--- config.mk ---
export PLATFORM = sky130hd
export DESIGN_NAME = instr_mem_loader
export DESIGN_NICKNAME = d
export VERILOG_FILES = /design/src/rtl/instr_mem_loader_pkg.sv /design/src/rtl/instr_mem_loader.sv
export SDC_FILE = /design/constraint.sdc
export NUM_CORES = 1
export LEC_CHECK = 0
export ABC_CLOCK_PERIOD_IN_PS = 4900
export CORE_MARGIN = 2
export CORE_UTILIZATION = 40
export CTS_CLUSTER_DIAMETER = 150
export DETAILED_ROUTE_END_ITERATION = 16
export PLACE_DENSITY = 0.74
export SYNTH_ARGS = -nofsm -noshare
export SYNTH_HDL_FRONTEND = slang
export SYNTH_SLANG_ARGS = --single-unit
--- constraint.sdc ---
create_clock -name clk -period 4.9 [get_ports clk]
set_clock_uncertainty 0.15 [all_clocks]
set_input_delay 0.49 -clock clk [delete_from_list [all_inputs] [get_ports clk]]
set_output_delay 0.49 -clock clk [all_outputs]
set_load 0.005 [all_outputs]
--- src/rtl/instr_mem_loader_pkg.sv ---
// Shared definitions for the boot-time instruction memory loader.
package loader_pkg;

  typedef enum logic [2:0] {
    IDLE,
    CNT_HI,
    CNT_LO,
    D_HI,
    D_LO,
    WRITE,
    DONE
  } loader_state_t;

  localparam int LOADER_HDR_BYTES      = 2;
  localparam int LOADER_BYTES_PER_WORD = 2;

endpackage

--- src/rtl/instr_mem_loader.sv ---
// Byte-stream program loader: reads a 16-bit word count and big-endian words,
// writes them to consecutive instruction-memory addresses, holds the core in reset meanwhile.
module instr_mem_loader
  import loader_pkg::*;
#(
  parameter int                ADDR_W    = 20,
  parameter int                DATA_W    = 16,
  parameter logic [ADDR_W-1:0] BASE_ADDR = '0
) (
  input  logic              clk,
  input  logic              reset,
  input  logic              start,
  input  logic              in_valid,
  input  logic [7:0]        in_data,
  output logic              in_ready,
  output logic [ADDR_W-1:0] instrWriteAddress,
  output logic [DATA_W-1:0] instrWriteData,
  output logic              instrWriteEnable,
  output logic              procReset,
  output logic              busy,
  output logic              done,
  output logic [15:0]       words_written
);

  loader_state_t state;
  loader_state_t nextState;
  logic [7:0]    hiByte;
  logic [15:0]   wordCount;
  logic [15:0]   writtenNext;
  logic          accept;

  assign accept      = in_valid && in_ready;
  assign writtenNext = words_written + 16'd1;

  // Next-state decode; in_ready is purely a function of state so upstream never sees a comb path
  always_comb begin
    nextState = state;
    in_ready  = 1'b0;
    case (state)
      IDLE: begin
        if (start) nextState = CNT_HI;
      end
      CNT_HI: begin
        in_ready = 1'b1;
        if (in_valid) nextState = CNT_LO;
      end
      CNT_LO: begin
        in_ready = 1'b1;
        if (in_valid) nextState = ({hiByte, in_data} == 16'd0) ? DONE : D_HI;
      end
      D_HI: begin
        in_ready = 1'b1;
        if (in_valid) nextState = D_LO;
      end
      D_LO: begin
        in_ready = 1'b1;
        if (in_valid) nextState = WRITE;
      end
      WRITE: begin
        nextState = (writtenNext == wordCount) ? DONE : D_HI;
      end
      DONE: begin
        if (start) nextState = CNT_HI;
      end
      default: nextState = IDLE;
    endcase
  end

  always_ff @(posedge clk or posedge reset) begin
    if (reset) state <= IDLE;
    else       state <= nextState;
  end

  // The write port is loaded on the low-byte edge so it is stable throughout WRITE
  always_ff @(posedge clk or posedge reset) begin
    if (reset) begin
      hiByte            <= '0;
      wordCount         <= '0;
      words_written     <= '0;
      instrWriteAddress <= BASE_ADDR;
      instrWriteData    <= '0;
    end else begin
      if (accept && (state == CNT_HI || state == D_HI))
        hiByte <= in_data;
      if (accept && state == CNT_LO)
        wordCount <= {hiByte, in_data};
      if (accept && state == D_LO) begin
        instrWriteAddress <= BASE_ADDR + ADDR_W'(words_written);
        instrWriteData    <= DATA_W'({hiByte, in_data});
      end
      if (state == WRITE)
        words_written <= writtenNext;
      else if (start && (state == IDLE || state == DONE))
        words_written <= '0;
    end
  end

  assign instrWriteEnable = (state == WRITE);
  assign done             = (state == DONE);
  assign procReset        = (state != DONE);
  assign busy             = (state == CNT_HI) || (state == CNT_LO) || (state == D_HI) ||
                            (state == D_LO)   || (state == WRITE);

endmodule

; ---- After elaboration in Yosys (flattened, before gate mapping)
; Index checks and enable logic that the tools add are counted.
[totals]
mem_bits_ro = 0
ramBits = 0
ff_bits = 75
elab_cells = 48
output_inout_bits = 57
memories = 0
latchBits = 0
[op_classes]
mux = 11
n_shift = 0
n_eq_ne = 13
n_reduce_logical = 17
mul = 0
order_cmp = 0
bitwise_logic = 0
div = 0
add_sub_neg = 1
[ops]
columns = op, n
row1 = 16-bit 2-to-1 mux, 2
row2 = 3-bit 2-to-1 mux, 7
row3 = 3-bit case mux with 6 select lines, 1
row4 = 16-bit by 1-bit adder with 16-bit output (second input constant), 1
row5 = 16-bit == test, 1
row6 = 16-bit logical NOT, 1
row7 = 3-bit == test (second input constant), 3
row8 = 2-bit != test (second input constant), 4
row9 = 3-bit by 2-bit == test with 1-bit output (second input constant), 2
row10 = 1-bit logical OR, 6
row11 = 1-bit logical AND, 5
row12 = 5-bit AND reduction, 1
row13 = 4-bit OR reduction, 1
row14 = 3-bit by 1-bit == test with 1-bit output (second input constant), 1
row15 = 3-bit logical NOT, 1
row16 = 3-bit != test (second input constant), 1
row17 = 2-bit by 1-bit != test with 1-bit output (second input constant), 1
row18 = 2-bit nonzero test, 1
row19 = 2-bit OR reduction, 1
row20 = 1-bit 2-to-1 mux, 1

; ---- Longest topological paths before layout
; Gate-level depths: netlist of the first run.
[logic_depth]
word_depth = 5
mapped_depth = 8
ltp_nobuf = 7

; ---- Worst setup path after synthesis of the first run
; Ideal clock, no wire load.
[synth_timing]
path_kind = reg2reg
from = register words_written[0]
to = register state[2]
stages_incl_launch_ff = 9
t_arrival_ns = 2.425
required_time_ns = 4.656
path_slack_ns = 2.231
period_less_slack_ns = 2.669
cell_sequence = dfrtp_1 ha_1 and3_2 clkbuf_1 nand4_1 nor4_1 a21oi_1 or4_4 a221oi_2
[synth_via]
elab_chain_len = 4
[synth_lines]
columns = element, line_no
row1 = from (decl), instr_mem_loader.sv:22  ; output logic [15:0] words_written
row2 = from (signal assigned), instr_mem_loader.sv:92  ; words_written <= writtenNext;
row3 = 16-bit by 1-bit adder with 16-bit output, instr_mem_loader.sv:33  ; assign writtenNext = words_written + 16'd1;
row4 = 16-bit == test, instr_mem_loader.sv:60  ; nextState = (writtenNext == wordCount) ? DONE : D_HI;
row5 = 3-bit 2-to-1 mux, instr_mem_loader.sv:60
row6 = 3-bit case mux with 6 select lines, instr_mem_loader.sv:39  ; case (state)
row7 = to (signal assigned), instr_mem_loader.sv:71  ; else state <= nextState;
row8 = to (decl), instr_mem_loader.sv:25  ; loader_state_t state;
; Every way passes these cells.
; A chain may end at the register's enable or synchronous reset.

; ---- Worst setup path in the final report of the first run
[layout_timing]
from = register state[1]
to = output busy
[layout_via]
elab_chain_len = 5
elab_cells_between_ends = 9
cone_classes = 5 x eq/ne / 4 x reduce/logical
[layout_lines]
columns = element, line_no
row1 = 3-bit by 1-bit == test with 1-bit output / 3-bit by 2-bit == test with 1-bit output (equally long branches), instr_mem_loader.sv:101  ; assign busy = (state == CNT_HI) || (state == CNT_LO) || (state == D_HI) ||
row2 = 1-bit logical OR (3 in a row), instr_mem_loader.sv:101
row3 = 1-bit logical OR (*), instr_mem_loader.sv:102  ; (state == D_LO) || (state == WRITE);
row4 = to (decl), instr_mem_loader.sv:20  ; output logic busy,
; Mark *: on every way between the ends. The rest lies on a longest branch, timed or not.

==> results of run 1 <==
==> worst paths after layout <==
check | start | end | slack, ns | cells after the start
setup / recovery | state[1]$_DFFE_PP0P_ | busy | 1.85 | 6
hold / removal | instrWriteAddress[10]$_DFFE_PP0P_ | instrWriteAddress[10]$_DFFE_PP0P_ | 0.36 | 1
setup reg to reg | words_written[0]$_DFFE_PP0P_ | state[2]$_DFFE_PP0P_ | 2.10 | 7
hold reg to reg | instrWriteAddress[10]$_DFFE_PP0P_ | instrWriteAddress[10]$_DFFE_PP0P_ | 0.36 | 1
max in group asynchronous | reset | words_written[7]$_DFFE_PP0P_ | 3.14 | 3
min in group asynchronous | reset | instrWriteData[0]$_DFFE_PP0P_ | 0.51 | 2
==> stage by stage <==
step	setup slack (ns)	hold WS, ns	std cells	util, %
floorplan	2.23	0.346	332	-
detailed placement	2.04	0.345	483	48.4
global route	1.74	0.383	498	51.0
CTS	1.86	0.362	498	51.0
finish	1.85	0.356	498	51.0
global placement	2.13	0.339	483	48.4
==> logic make-up after synthesis <==
kind of cell               Yosys count  synth area share, %
adders and majority gates            1                0.333
xor gates and xnor gates            21                 5.25
muxes                               60                 17.8
DFF                                 75                 49.9
AOI/OAI and AO/OA                   54                 9.11
and+or+nand+nor                     82                 13.4
other                                1               0.0997
buffers and inverters               35                 4.12
==> placed cells by master, fill, tap and decap left out, drive strengths merged, types with 3 or more instances in the layout <==
cell type,instances
a22o,3
or4,4
bufinv,3
nand2b,4
nand4,7
xnor2,14
nand3b,3
mux2,56
nor2,16
o2111ai,3
nor4,7
a21oi,7
conb,4
nand3,10
mux2i,4
clkbuf,9
and3,3
dfrtp,75
clkdlybuf4s50,64
inv,10
buf,3
xor2,6
nand2,15
o21ai,26
o31ai,5
==> power breakdown <==
| group | switching [mW] | internal [mW] |
|---|---|---|
| Clock | 0.229 | 0.338 |
| Combinational | 0.327 | 0.564 |
| Sequential | 0.220 | 0.846 |
| Total | 0.776 | 1.75 |
==> registers in the layout, indices dropped and copies added (netlist names) <==
signal and count:
words_written 16, instrWriteData 16, wordCount 16, hiByte 8, instrWriteAddress 16, state 3
==> critical path: cells and delay by family (launching register included) <==
| kind | cells | cell delay [ns] |
|---|---|---|
| DFF | 1 | 0.51 |
| buffers and inverters | 4 | 1.08 |
| and+or+nand+nor | 2 | 0.44 |
==> area by class of cell <==
cell class	instances	area, um^2	share of cell area (%)
sequential	75	1880	40.0
multi-input combinational	222	1740	37.2
timing repair buffer	67	663	14.1
tap	111	139	2.96
clock buffer	9	124	2.64
clock inverter	6	113	2.40
inverter	8	30.0	0.641
==> layer usage <==
metal	vias to the layer above	routed length, um	GRT usage (%)
met5	-	0	0
met4	0	146	6.86
met3	11	455	5.55
met2	91	3820	26.7
met1	1330	3760	23.6
li1	1286	-	-
==> Flow_metrics.wiki, run 1 <==
{| class="wikitable"
! Metric !! Value
|-
| Status || finished clean
|-
| Root buffer selected by CTS || clkbuf_8
|-
| DRC violation total after the first TritonRoute iteration || 126
|-
| Mean area per synthesized cell || 11.4 um^2
|-
| Required time of the critical path || 4.26 ns
|-
| Synth Register Bits || 75
|-
| Setup TNS || 0 ns
|-
| Inserted Clock Buffers || 9
|-
| RSZ-0062 raised after global routing || no
|-
| Die outline height || 101 um
|-
| Drt first pass iters || 4
|-
| Synth top area cells || dfrtp_1, mux2_2, o21ai_0
|-
| Routed wire length || 8.18 mm
|-
| Number of gates resized after CTS || 0
|-
| Maximum fanout along the worst path || 19
|-
| Number of flops mapped to enable cells by yosys || 0
|-
| Clock tree from TritonCTS || yes
|-
| CP startpoint kind || register
|-
| Synth-to-Final Area Change || 24.6%
|-
| Synth top area share || 49.9%
|-
| Hold-fix buffer count after cts || 0
|-
| Overall power || 2.52 mW
|-
| Top cells by count, synth || dfrtp_1, mux2_2, o21ai_0, nor2_1, nand2_1
|-
| Post-detailed-route count of antenna-violating nets || 0
|-
| Cell chain of the critical path || inv_1, nand3_1, buf_4, inv_1, or2_2, clkdlybuf4s50_1
|-
| Number of buffer cells added on primary ports || between 60 and 70
|-
| Number of sinks on the clock net || 75
|-
| Final #Nets || 396
|-
| Via count of the first global-routing pass || between 2000 and 3000
|-
| Maximum capacitance violations || 0
|-
| Die Area || between 0.01 and 0.015 mm^2
|-
| Total setup violations reported at the end of the flow || 0
|-
| Final Instance Area || roughly 0.0047 mm^2
|-
| Number of antenna violations at the first check in global routing || 0
|-
| Power per standard cell area || around 540 mW/mm^2
|-
| Setup repair bufs after CTS || 0
|-
| Crit path DAT || roughly 2.4 ns
|-
| Cell at the slowest stage of the critical path || dfrtp_1
|-
| Width of the die || 101 um
|-
| Overall Global Routing Usage || 17.6%
|-
| Initial core utilization || ~41%
|-
| Type of the worst min-delay path || register to register
|-
| Final number of hold-violating endpoints || 0
|-
| Ports || about 70
|-
| Largest net degree at the start of global routing || 47
|-
| Number of placement rows || 35
|-
| Most used cell, CP || inv_1
|-
| Fin crit share || 62.2%
|-
| Final global-route overflow total || 0
|-
| Post-synth cell types || 53
|-
| Critical path capture point type || output port
|-
| Final critical-path required period || 3.05 ns
|-
| Worst vdd ir || about 310 uV
|-
| Number of warning messages in the yosys log || 0
|-
| Sequential area share after synthesis || between 40% and 50%
|-
| Weighted congestion at the end of routability-driven global placement || 0.891
|-
| Fmax achieved || 328 MHz
|-
| Number of remaining DRC errors || 0
|-
| Top_reg_cell synth || dfrtp_1
|-
| Core ar. || 0.00920 mm^2
|-
| Worst-Skew Late Latency || approximately 0.36 ns
|-
| Filler Cells Inserted || about 840
|-
| Yosys top cell by area || dfrtp_1
|-
| Number of inserted diodes || 0
|-
| Ratio of cells with drive above 1 in the final layout || 22.0%
|-
| First-pass GRT wire length || 13.8 mm
|-
| Clock Path Buffers || 2
|-
| Slowest stage delay, CP || 0.51 ns
|-
| CTS clock-pin slew for the worst setup and hold paths || 0.07 ns
|-
| Average wire length per cell after detail routing || between 15 and 20 um
|-
| Area after detailed placement || 0.00445 mm^2
|-
| Actual transition at the worst max-transition pin || 1.31 ns
|-
| Synth async-reset ratio || 100%
|-
| H-tree depth || 3
|-
| Path type of the worst setup path || register to output port
|-
| Most common cell in the synthesized netlist || dfrtp_1
|-
| Total via count in the routed design || 2718
|-
| Number of instances in the synthesized netlist || 329
|-
| Lkg Pwr || roughly 2 nW
|-
| Worst max-slew margin expressed relative to the limit || roughly an eighth
|-
| Estimated wirelength of the detail-placed design || 5.81 mm
|-
| Routed vias/inst || 5.46
|-
| Synthesized cell area || 0.00376 mm^2
|-
| Number of pins with negative max-slew slack in the final report || 0
|}
Power figures use the tool's default switching activity.
==> run 2: changes to the inputs <==
- ABC_CLOCK_PERIOD_IN_PS: 4900 -> 2600
- PLACE_DENSITY: 0.74 -> 0.76
- clock period: 4.9 -> 2.6 ns (I/O delays scaled with it)
==> run 2 against run 1 <==
Effect of this change:
- sequential power increased by 85%
- sequential cell count unchanged
- global-route usage up 0.52 points
- clock power is 71% higher
- power grew 89%
- hold slack got worse by 0.22 ns
- core utilization up 2.6 points
- first-iteration DRC count shrank 2.4%
==> Flow_metrics.wiki, run 2 (synthesized netlist as in run 1, its figures left out) <==
{| class="wikitable"
! Metric !! Value
|-
| Filler Cells Inserted || 797 (-4.9%)
|-
| Required time of the critical path || 2.69 ns (-1.57 ns)
|-
| Largest net degree at the start of global routing || 76 (+62%)
|-
| Synth-to-Final Area Change || 30.9%
|-
| Routed wire length || 8.60 mm (+5.1%)
|-
| Number of antenna violations at the first check in global routing || 0 (unchanged)
|-
| Maximum fanout along the worst path || 5 (-14)
|-
| Setup TNS || 0 ns (unchanged)
|-
| Initial core utilization || 40.9% (unchanged)
|-
| Post-detailed-route count of antenna-violating nets || 0 (unchanged)
|-
| Worst reg2reg endpoint || state[0]$_DFFE_PP0P_
|-
| Drt first pass iters || 4 (unchanged)
|-
| RSZ-0062 raised after global routing || yes
|-
| Post-place setup slack || -0.0193 ns (-2.06 ns)
|-
| Post-route worst setup slack || 0.0869 ns (-1.77 ns)
|-
| Number of remaining DRC errors || 0 (unchanged)
|-
| CP startpoint kind || register
|-
| Routed vias/inst || 5.38 (-1.5%)
|-
| Final #Nets || 421 (+6.3%)
|-
| Crit path DAT || 2.61 ns (+0.20 ns)
|-
| Non-Filler Instances || 524 (+5.2%)
|-
| First-pass GRT wire length || 14.4 mm (+3.7%)
|-
| Overall power || 4.77 mW (+89%)
|-
| Clock tree from TritonCTS || yes
|-
| Average wire length per cell after detail routing || 16.4 um (-0.12%)
|-
| Origin of the critical flop-to-flop path || words_written[1]$_DFFE_PP0P_
|-
| Number of inserted diodes || 0 (unchanged)
|-
| Power per standard cell area || 968 mW/mm^2 (+80%)
|-
| Maximum capacitance violations || 0 (unchanged)
|-
| Ports || 69 (unchanged)
|-
| Clock Path Buffers || 2 (unchanged)
|-
| Number of placement rows || 35 (unchanged)
|-
| Via count of the first global-routing pass || 2863 (+4.4%)
|-
| Type of the worst min-delay path || input pin to asynchronous set/reset pin
|-
| Worst vdd ir || 588 uV (+88%)
|-
| H-tree depth || 3 (unchanged)
|-
| Core ar. || 0.00920 mm^2 (unchanged)
|-
| Total setup violations reported at the end of the flow || 0 (unchanged)
|-
| Most common cell after layout, fill and taps aside || dfrtp_1
|-
| Fmax achieved || 398 MHz
|-
| Minimum setup slack among reg-to-reg paths || 0.09 ns (-2.01 ns)
|-
| Ratio of cells with drive above 1 in the final layout || 29.5% (+7.6 points)
|-
| Critical path capture point type || register
|-
| Total via count in the routed design || 2818 (+3.7%)
|-
| Number of sinks on the clock net || 75 (unchanged)
|-
| Width of the die || 101 um (unchanged)
|-
| Final number of hold-violating endpoints || 0 (unchanged)
|-
| Total instance count after detailed placement || 506 (+4.8%)
|-
| Die outline height || 101 um (unchanged)
|-
| Weighted congestion at the end of routability-driven global placement || 0.851 (-4.5%)
|-
| Overall Global Routing Usage || 18.1% (+0.52 points)
|-
| Root buffer selected by CTS || clkbuf_8
|-
| Hold-fix buffer count after cts || 0 (unchanged)
|-
| Worst-Skew Late Latency || 0.35 ns (about the same)
|-
| Final global-route overflow total || 0 (unchanged)
|-
| Status || finished clean
|-
| Number of buffer cells added on primary ports || 64 (unchanged)
|-
| Lkg Pwr || 2.10 nW (+6.0%)
|-
| Number of pins with negative max-slew slack in the final report || 0 (unchanged)
|-
| Commonest cells after routing, fill and taps aside || dfrtp_1, clkdlybuf4s50_1, mux2_2, o21ai_0, buf_4
|-
| Actual transition at the worst max-transition pin || 0.750 ns (-0.564 ns)
|-
| Worst max-slew margin expressed relative to the limit || 50.0% (+38 points)
|-
| CTS clock-pin slew for the worst setup and hold paths || 0.08 ns (about the same)
|-
| DRC violation total after the first TritonRoute iteration || 123 (-2.4%)
|-
| Die Area || 0.0102 mm^2 (unchanged)
|-
| Inserted Clock Buffers || 9 (unchanged)
|-
| Estimated wirelength of the detail-placed design || 6.13 mm (+5.6%)
|-
| Fin crit share || a little over nine tenths
|-
| R2r worst-path depth || 7 (unchanged)
|-
| Final critical-path required period || 2.51 ns
|-
| Path type of the worst setup path || register to register
|}
==> run 2: cell count changes in the layout (fill, tap and decap cells not counted), sizes merged <==
cell	previous run	this run
buf	3	28
clkbuf	9	11
inv	10	8
bufinv	3	2
clkinv	1	2
clkinvlp	0	1
==> run 2: worst max-delay path by stage <==
| stage | from | endpoint | slack, ns |
|---|---|---|---|
| 2_1_floorplan | words_written[1]$_DFFE_PP0P_ | state[2]$_DFFE_PP0P_ | 0.005 |
| 3_3_place_gp | words_written[1]$_DFFE_PP0P_ | state[2]$_DFFE_PP0P_ | 0.07 |
| 3_5_place_dp | words_written[1]$_DFFE_PP0P_ | state[2]$_DFFE_PP0P_ | -0.02 |
| 4_1_cts | words_written[0]$_DFFE_PP0P_ | state[2]$_DFFE_PP0P_ | 0.005 |
| 5_1_grt | words_written[0]$_DFFE_PP0P_ | state[2]$_DFFE_PP0P_ | -0.008 |
| 6_report | words_written[1]$_DFFE_PP0P_ | state[0]$_DFFE_PP0P_ | 0.09 |
==> run 2: critical path, cell delays in order (launching register included) <==
cell	delay [ns]
dfrtp_1	0.40
buf_4	0.16
nand4_4	0.13
or4_4	0.53
nand3_1	0.11
o2111ai_1	0.14
or4_4	0.55
a22o_2	0.24
==> run 2: where the power goes <==
part	internal, mW	switching [mW]
clock	0.538	0.430
sequential	1.60	0.379
combinational	1.14	0.687
==> run 2: through the flow <==
stage / area [um^2] / hold slack [ns] / util, %
2_1_floorplan: 3780 / 0.261 / -
3_3_place_gp: 4650 / 0.339 / 50.6
3_5_place_dp: 4650 / 0.345 / 50.6
4_1_cts: 4870 / 0.174 / 53.0
5_1_grt: 4930 / 0.183 / 53.6
6_report: 4930 / 0.140 / 53.6
==> run 2: final cells by class <==
class / count / area, um^2 / area share, %
flip-flops and latches: 75 / 1890 / 38.3
repair buffers: 92 / 880 / 17.9
inverters: 8 / 30.0 / 0.610
clock buffers: 11 / 131 / 2.67
well taps: 111 / 139 / 2.82
multi-input cells: 222 / 1780 / 36.2
clock inverters: 5 / 77.6 / 1.57
==> run 2: what timing repair did <==
| action | CTS | global route |
|---|---|---|
| pin swaps | 0 | 5 |
| setup buffers | 1 | 1 |
| gates resized for setup | 1 | 13 |
| setup endpoints to repair | 2 | 11 |
==> run 2: metal layers <==
| metal | GRT usage [%] | part of all wire (%) | vias up |
|---|---|---|---|
| met4 | 7.38 | 2.0 | 0 |
| met5 | 0 | 0 | - |
| met1 | 25.1 | 48 | 1400 |
| li1 | - | - | 1334 |
| met3 | 3.61 | 4.3 | 14 |
| met2 | 27.9 | 46 | 70 |
==> run 3: changes to the inputs <==
- PLACE_DENSITY: 0.76 -> 0.75
==> run 3 against run 2 <==
Effect of this change:
- cell count increased by 0.57%
- design area down 0.38%
- register-to-register slack worse by 0.04 ns
- critical path depth unchanged
- via count up 1.3%
- setup slack got worse by 0.037 ns
- non-clock buffer count is 3 higher
- sequential cell count unchanged
- global-route usage is 0.17 points lower
- core utilization is 0.20 points lower
- routed wire length rose by 0.85%
- largest cell class unchanged
- largest power group unchanged
==> Flow_metrics.wiki, run 3 (synthesized netlist as in run 1, its figures left out) <==
{| class="wikitable"
! Metric !! Value
|-
| Final global-route overflow total || 0 (unchanged)
|-
| Crit path DAT || 2.67 ns (+0.06 ns)
|-
| Number of buffer cells added on primary ports || 64 (unchanged)
|-
| Power per standard cell area || 941 mW/mm^2 (-2.8%)
|-
| Total via count in the routed design || 2855 (+1.3%)
|-
| Worst-Skew Late Latency || 0.36 ns (about the same)
|-
| Slowest stage delay, CP || 0.57 ns (+0.02 ns)
|-
| Final number of hold-violating endpoints || 0 (unchanged)
|-
| Drt first pass iters || 4 (unchanged)
|-
| Inserted Clock Buffers || 9 (unchanged)
|-
| Worst vdd ir || 544 uV (-7.5%)
|-
| Launching instance or port of the critical path || words_written[0]$_DFFE_PP0P_
|-
| Number of pins with negative max-slew slack in the final report || 0 (unchanged)
|-
| Combinational fraction of design power || 39.5% (+1.2 points)
|-
| Initial core utilization || 40.9% (unchanged)
|-
| Worst max-slew margin expressed relative to the limit || 50.0% (-0.051 points)
|-
| Internal power summed over all cells || 3.11 mW (-4.8%)
|-
| Fraction of power spent switching nets || 32.5% (+1.2 points)
|-
| Root buffer selected by CTS || clkbuf_8
|-
| Ports || 69 (unchanged)
|-
| Number of inserted diodes || 0 (unchanged)
|-
| Weighted congestion at the end of routability-driven global placement || 0.816 (-4.0%)
|-
| Actual transition at the worst max-transition pin || 0.750 ns (+0.000766 ns)
|-
| Cell chain of the critical path || buf_6, nand4_4, or4_1, nand3_2, o2111ai_1, or4_4, a221oi_2
|-
| H-tree depth || 3 (unchanged)
|-
| Post-place setup slack || -0.0279 ns (-0.00865 ns)
|-
| Maximum capacitance violations || 0 (unchanged)
|-
| Die outline height || 101 um (unchanged)
|-
| Routed vias/inst || 5.42 (+0.74%)
|-
| Switching power || 1.50 mW (+0.38%)
|-
| Cell at the slowest stage of the critical path || or4_1
|-
| Routed wire length || 8.67 mm (+0.85%)
|-
| Number of placement rows || 35 (unchanged)
|-
| Average wire length per cell after detail routing || 16.5 um (+0.27%)
|-
| Clock tree from TritonCTS || yes
|-
| First-pass GRT wire length || 14.2 mm (-1.0%)
|-
| Die Area || 0.0102 mm^2 (unchanged)
|-
| Share of power burned in registers || 43.0% (+1.6 points)
|-
| Post-route worst setup slack || 0.0503 ns (-0.0366 ns)
|-
| Part of the power in the clock network || 17.5% (-2.8 points)
|-
| Estimated wirelength of the detail-placed design || 6.28 mm (+2.4%)
|-
| Post-detailed-route count of antenna-violating nets || 0 (unchanged)
|-
| Largest net degree at the start of global routing || 52 (-32%)
|-
| Commonest cells after routing, fill and taps aside || dfrtp_1, clkdlybuf4s50_1, mux2_2, buf_4, o21ai_0
|-
| Width of the die || 101 um (unchanged)
|-
| Number of remaining DRC errors || 0 (unchanged)
|-
| Number of antenna violations at the first check in global routing || 0 (unchanged)
|-
| Status || finished clean
|-
| Path type of the worst setup path || register to register
|-
| RSZ-0062 raised after global routing || yes
|-
| Fin crit share || 98.1% (+1.4 points)
|-
| Via count of the first global-routing pass || 2952 (+3.1%)
|-
| Non-Filler Instances || 527 (+0.57%)
|-
| Core ar. || 0.00920 mm^2 (unchanged)
|-
| CTS clock-pin slew for the worst setup and hold paths || 0.08 ns (about the same)
|-
| Final Instance Area || 0.00491 mm^2 (-0.38%)
|-
| Type of the worst min-delay path || input pin to asynchronous set/reset pin
|-
| Most common cell after layout, fill and taps aside || dfrtp_1
|-
| Overall Global Routing Usage || 18.0% (-0.17 points)
|-
| Required time of the critical path || 2.72 ns (+0.03 ns)
|-
| Hold-fix buffer count after cts || 0 (unchanged)
|-
| Total setup violations reported at the end of the flow || 0 (unchanged)
|-
| Synth-to-Final Area Change || 30.4%
|-
| Clock Path Buffers || 2 (unchanged)
|-
| Final core area utilization || 53.4% (-0.20 points)
|-
| Area after detailed placement || 0.00465 mm^2 (about the same)
|-
| Total instance count after detailed placement || 508 (+0.40%)
|-
| Lkg Pwr || 2.10 nW (-0.34%)
|-
| Filler Cells Inserted || 818 (+2.6%)
|-
| DRC violation total after the first TritonRoute iteration || 137 (+11%)
|-
| Critical path capture point type || register
|-
| Final critical-path required period || 2.55 ns (+0.0366 ns)
|-
| Fmax achieved || 392 MHz (-1.4%)
|-
| Maximum fanout along the worst path || 7 (+2)
|-
| Ratio of cells with drive above 1 in the final layout || 30.8% (+1.2 points)
|-
| Number of sinks on the clock net || 75 (unchanged)
|-
| Origin of the critical flop-to-flop path || words_written[0]$_DFFE_PP0P_
|-
| CP startpoint kind || register
|-
| Final #Nets || 424 (+0.71%)
|-
| Worst hold slack after final layout || 0.119 ns (-0.0207 ns)
|}
run 3: repair_timing:
item                       in CTS  in global routing
setup endpoints to repair       2                 10
pin swaps                       1                  0
gates resized for setup         5                 10
setup buffers                   0                  3
run 3: metal layers:
metal	wire length (um)	global-route usage, %	vias up	share of wire [%]
met1	3930	23.4	1417	45
met2	4150	28.8	79	48
met3	453	3.95	15	5.2
li1	-	-	1344	-
met5	0	0	-	0
met4	141	7.80	0	1.6
run 3: power by group through the flow:
stage / registers, mW / clock network (mW) / logic [mW]
after global placement: 1.97 / 0 / 1.74
after detailed placement: 1.99 / 0 / 1.78
after global routing: 2.05 / 0.872 / 2.00
final: 1.98 / 0.808 / 1.83
after floorplan: 1.89 / 0 / 1.05
after CTS: 1.98 / 0.821 / 1.81
run 3: area by class of cell:
type	count	area, um^2	area share [%]
clock inverter	5	30.0	0.612
tap	111	139	2.83
clock buffer	11	141	2.88
inverter	8	30.0	0.612
multi-input combinational	222	1790	36.5
timing repair buffer	95	890	18.1
sequential	75	1890	38.4
run 3: metrics by stage:
step	power, mW	setup TNS, ns
final	4.62	0
after detailed placement	3.77	-0.0398
after floorplan	2.93	0
after global placement	3.70	0
after global routing	4.93	-0.0474
after CTS	4.61	0
run 3: worst paths after layout:
path | endpoint | slack [ns] | depth (start not counted)
worst max-delay path | state[2]$_DFFE_PP0P_ | 0.05 | 7
worst min-delay path | wordCount[1]$_DFFE_PP0P_ | 0.12 | 3
worst max register to register | state[2]$_DFFE_PP0P_ | 0.05 | 7
worst min register to register | instrWriteAddress[10]$_DFFE_PP0P_ | 0.36 | 1
max in group asynchronous | wordCount[14]$_DFFE_PP0P_ | 1.91 | 3
min in group clk | instrWriteAddress[10]$_DFFE_PP0P_ | 0.36 | 1
run 3: critical path, delay by kind of cell, from the launching register on:
| family | cells | cell delay, ns |
|---|---|---|
| AO/OA/AOI/OAI | 2 | 0.39 |
| flip-flops | 1 | 0.40 |
| AND/OR/NAND/NOR | 4 | 1.38 |
| buffers and inverters | 1 | 0.14 |
==> patch, RTL diff (flow settings as in run 3) <==
Make the reset (`reset`) synchronous in 2 clocked blocks.
--- a/src/rtl/instr_mem_loader.sv
+++ b/src/rtl/instr_mem_loader.sv
@@ -66,13 +66,13 @@
     endcase
   end
 
-  always_ff @(posedge clk or posedge reset) begin
+  always_ff @(posedge clk) begin
     if (reset) state <= IDLE;
     else       state <= nextState;
   end
 
   // The write port is loaded on the low-byte edge so it is stable throughout WRITE
-  always_ff @(posedge clk or posedge reset) begin
+  always_ff @(posedge clk) begin
     if (reset) begin
       hiByte            <= '0;
       wordCount         <= '0;
Behaviour: differs if reset is asserted again (counterexample within 4 cycles, from zero or initial values and one cycle with reset high); with reset held inactive, the same outputs for 10 cycles.
==> patch against run 3 <==
Wire length rose by 9.4%. Critical path depth fell by 3. Area after synthesis fell by 3.7%. Global-route usage rose by 1.6 points. Sequential cell count did not move. Worst setup slack improved by 0.12 ns. Non-clock buffer count fell by 18. Cell area fell by 7.9%. Highest routed layer unchanged.
Power is not compared: it rests on default switching activity, and its combinational part moved more than twofold at a synthesized area within 25%.
==> patch: results (changes against run 3) <==
The flow ran to the end, and the final reports show no timing, DRC or antenna violations. Counting instances in the post-synthesis netlist gives the leading cell types as 110 x sky130_fd_sc_hd__nand2_1, 75 x sky130_fd_sc_hd__dfxtp_1, 72 x sky130_fd_sc_hd__a21oi_1, 37 x sky130_fd_sc_hd__nor2_1, 30 x sky130_fd_sc_hd__clkbuf_1. The logs give 0.23 ns (+0.18 ns) for the register-to-register path setup slack and 0 (-5) for the number of gates resized after CTS. The fraction of layout cells with a size suffix above 1 was 8.159% (-23 points). The number of filler cells placed in the layout was 837 (+2.3%); the depth of the most critical reg-to-reg path was 5 (-2). The net count reported at finish is 535 (+26%), and the maximum vdd ir drop is 456.5 µV. Transition time of the tightest slew-check pin: 0.5695 ns (-0.1809 ns).

The largest fanout of any net on the critical path was 12 (+5); the quantity of I/O buffers inserted on ports was 64 (unchanged). The worst stage delay on the critical path came out at 0.46 ns (-0.11 ns). The tools report the met2 global-route usage as 31.91% (+3.1 points). The Yosys warning count was 0 (unchanged); the post-synthesis adder-cell area fraction was 0.3452% (+0.013 points). The worst register-to-register path begins at words_written[3]. The count of distinct cell types in the synthesized netlist is 52 (-1.9%). The fraction of synthesized area in multiplexers was 2.796% (-15 points). The dominant synthesized flop cell was sky130_fd_sc_hd__dfxtp_1. The estimated wirelength of the detail-placed design is 6491 µm (+3.3%), and the mean routed wirelength per cell is 14.94 µm (-9.2%). The endpoint identified for the worst register-to-register timing path is state[0]. The kind of cell with the highest combined delay along the critical path is buffers and inverters. In this run the worst hold path is classified as in2reg. The share of flip-flops with an asynchronous set or reset after synthesis is 0% (-100 points), and the proportion of synthesized chip area in sequential cells is 41.42% (-8.5 points). Critical path data arrival time: 2.02 ns (-0.65 ns).

The hold-critical path endpoint is state[1]. The wire length of the first global-routing pass came out at 15530 µm (+9.2%). The number of vias per cell was 5.428 (+0.20%); the fraction of met1 tracks used by global routing was 25.49% (+2.0 points). In this run the worst setup path terminates at busy. The H-tree depth is 3 (unchanged), and the fraction of synthesized cell area in xor and xnor cells is 4.591% (-0.66 points). By area the synthesized netlist is led by sky130_fd_sc_hd__dfxtp_1 41%, sky130_fd_sc_hd__nand2_1 11%, sky130_fd_sc_hd__a21oi_1 9.9%, sky130_fd_sc_hd__nor2_1 3.8%, sky130_fd_sc_hd__xnor2_1 3.4%. The run gives 0.36 ns (about the same) as the clock network latency to the later pin of the worst-skew pair. The number of antenna violations at the first check in global routing is 0 (unchanged), and the pin count of the biggest net entering global routing is 51 (-1.9%). The weighted congestion at the end of routability-driven global placement was 0.9300 (+14%); the global routing met3 resource utilization was 4.498% (+0.54 points). Tracing the worst setup path back leads to its startpoint at state[1]. Compound-cell area share of the yosys netlist: 16.98% (+7.9 points). Number of DRC markers in iteration 0: 184 (+34%). For the max-capacitance violation count, the log shows 0 (unchanged). The critical path's slowest cell is sky130_fd_sc_hd__dfxtp_2. The all-layer global routing usage was 19.56% (+1.6 points). For the via count of the first global-routing pass, the log shows 3142 (+6.4%).
[patch: cell count changes in the layout (fill, tap and decap cells not counted), moves of 8 or more]
cell                      delta
sky130_fd_sc_hd__a21oi_1    +65
sky130_fd_sc_hd__buf_4      -17
sky130_fd_sc_hd__dfrtp_1    -67
sky130_fd_sc_hd__dfrtp_2     -8
sky130_fd_sc_hd__dfxtp_1    +74
sky130_fd_sc_hd__mux2_2     -55
sky130_fd_sc_hd__nand2_1    +95
sky130_fd_sc_hd__nor2_1     +21
[patch: power groups by stage]
| stage | logic, W | clock network (W) | registers (W) |
|---|---|---|---|
| floorplan | 0.0000972 | 0 | 0.00119 |
| global placement | 0.000146 | 0 | 0.00120 |
| detailed placement | 0.000147 | 0 | 0.00120 |
| CTS | 0.000148 | 0.000944 | 0.00117 |
| global route | 0.000165 | 0.000988 | 0.00118 |
| finish | 0.000148 | 0.000913 | 0.00117 |
[patch: per-layer routing]
metal,vias to the layer above,routed length (µm)
met5,-,0
met1,1638,4276
li1,1705,-
met4,0,81
met2,96,4619
met3,8,507
[patch: through the flow]
step / util, % / instances / hold WS (ns) / setup slack [ns] / cell area [µm²]
2_1_floorplan: - / 477 / 0.2460 / 0.2169 / 3636
4_1_cts: 51.43 / 635 / 0.2330 / 0.06556 / 4507
5_1_grt: 51.58 / 635 / 0.2639 / 0.02520 / 4521
6_report: 51.58 / 635 / 0.2406 / 0.1732 / 4521
3_5_place_dp: 49.16 / 619 / 0.2956 / 0.2070 / 4308
3_3_place_gp: 49.16 / 619 / 0.2912 / 0.2560 / 4308
[patch: cell type report]
type,instances,area [µm²],share of cell area [%]
well taps,108,135.1,2.989
flip-flops and latches,75,1503,33.24
inverters,7,30.03,0.6643
clock buffers,10,127.6,2.823
repair buffers,77,745.7,16.50
multi-input cells,352,1908,42.21
clock inverters,6,71.32,1.578
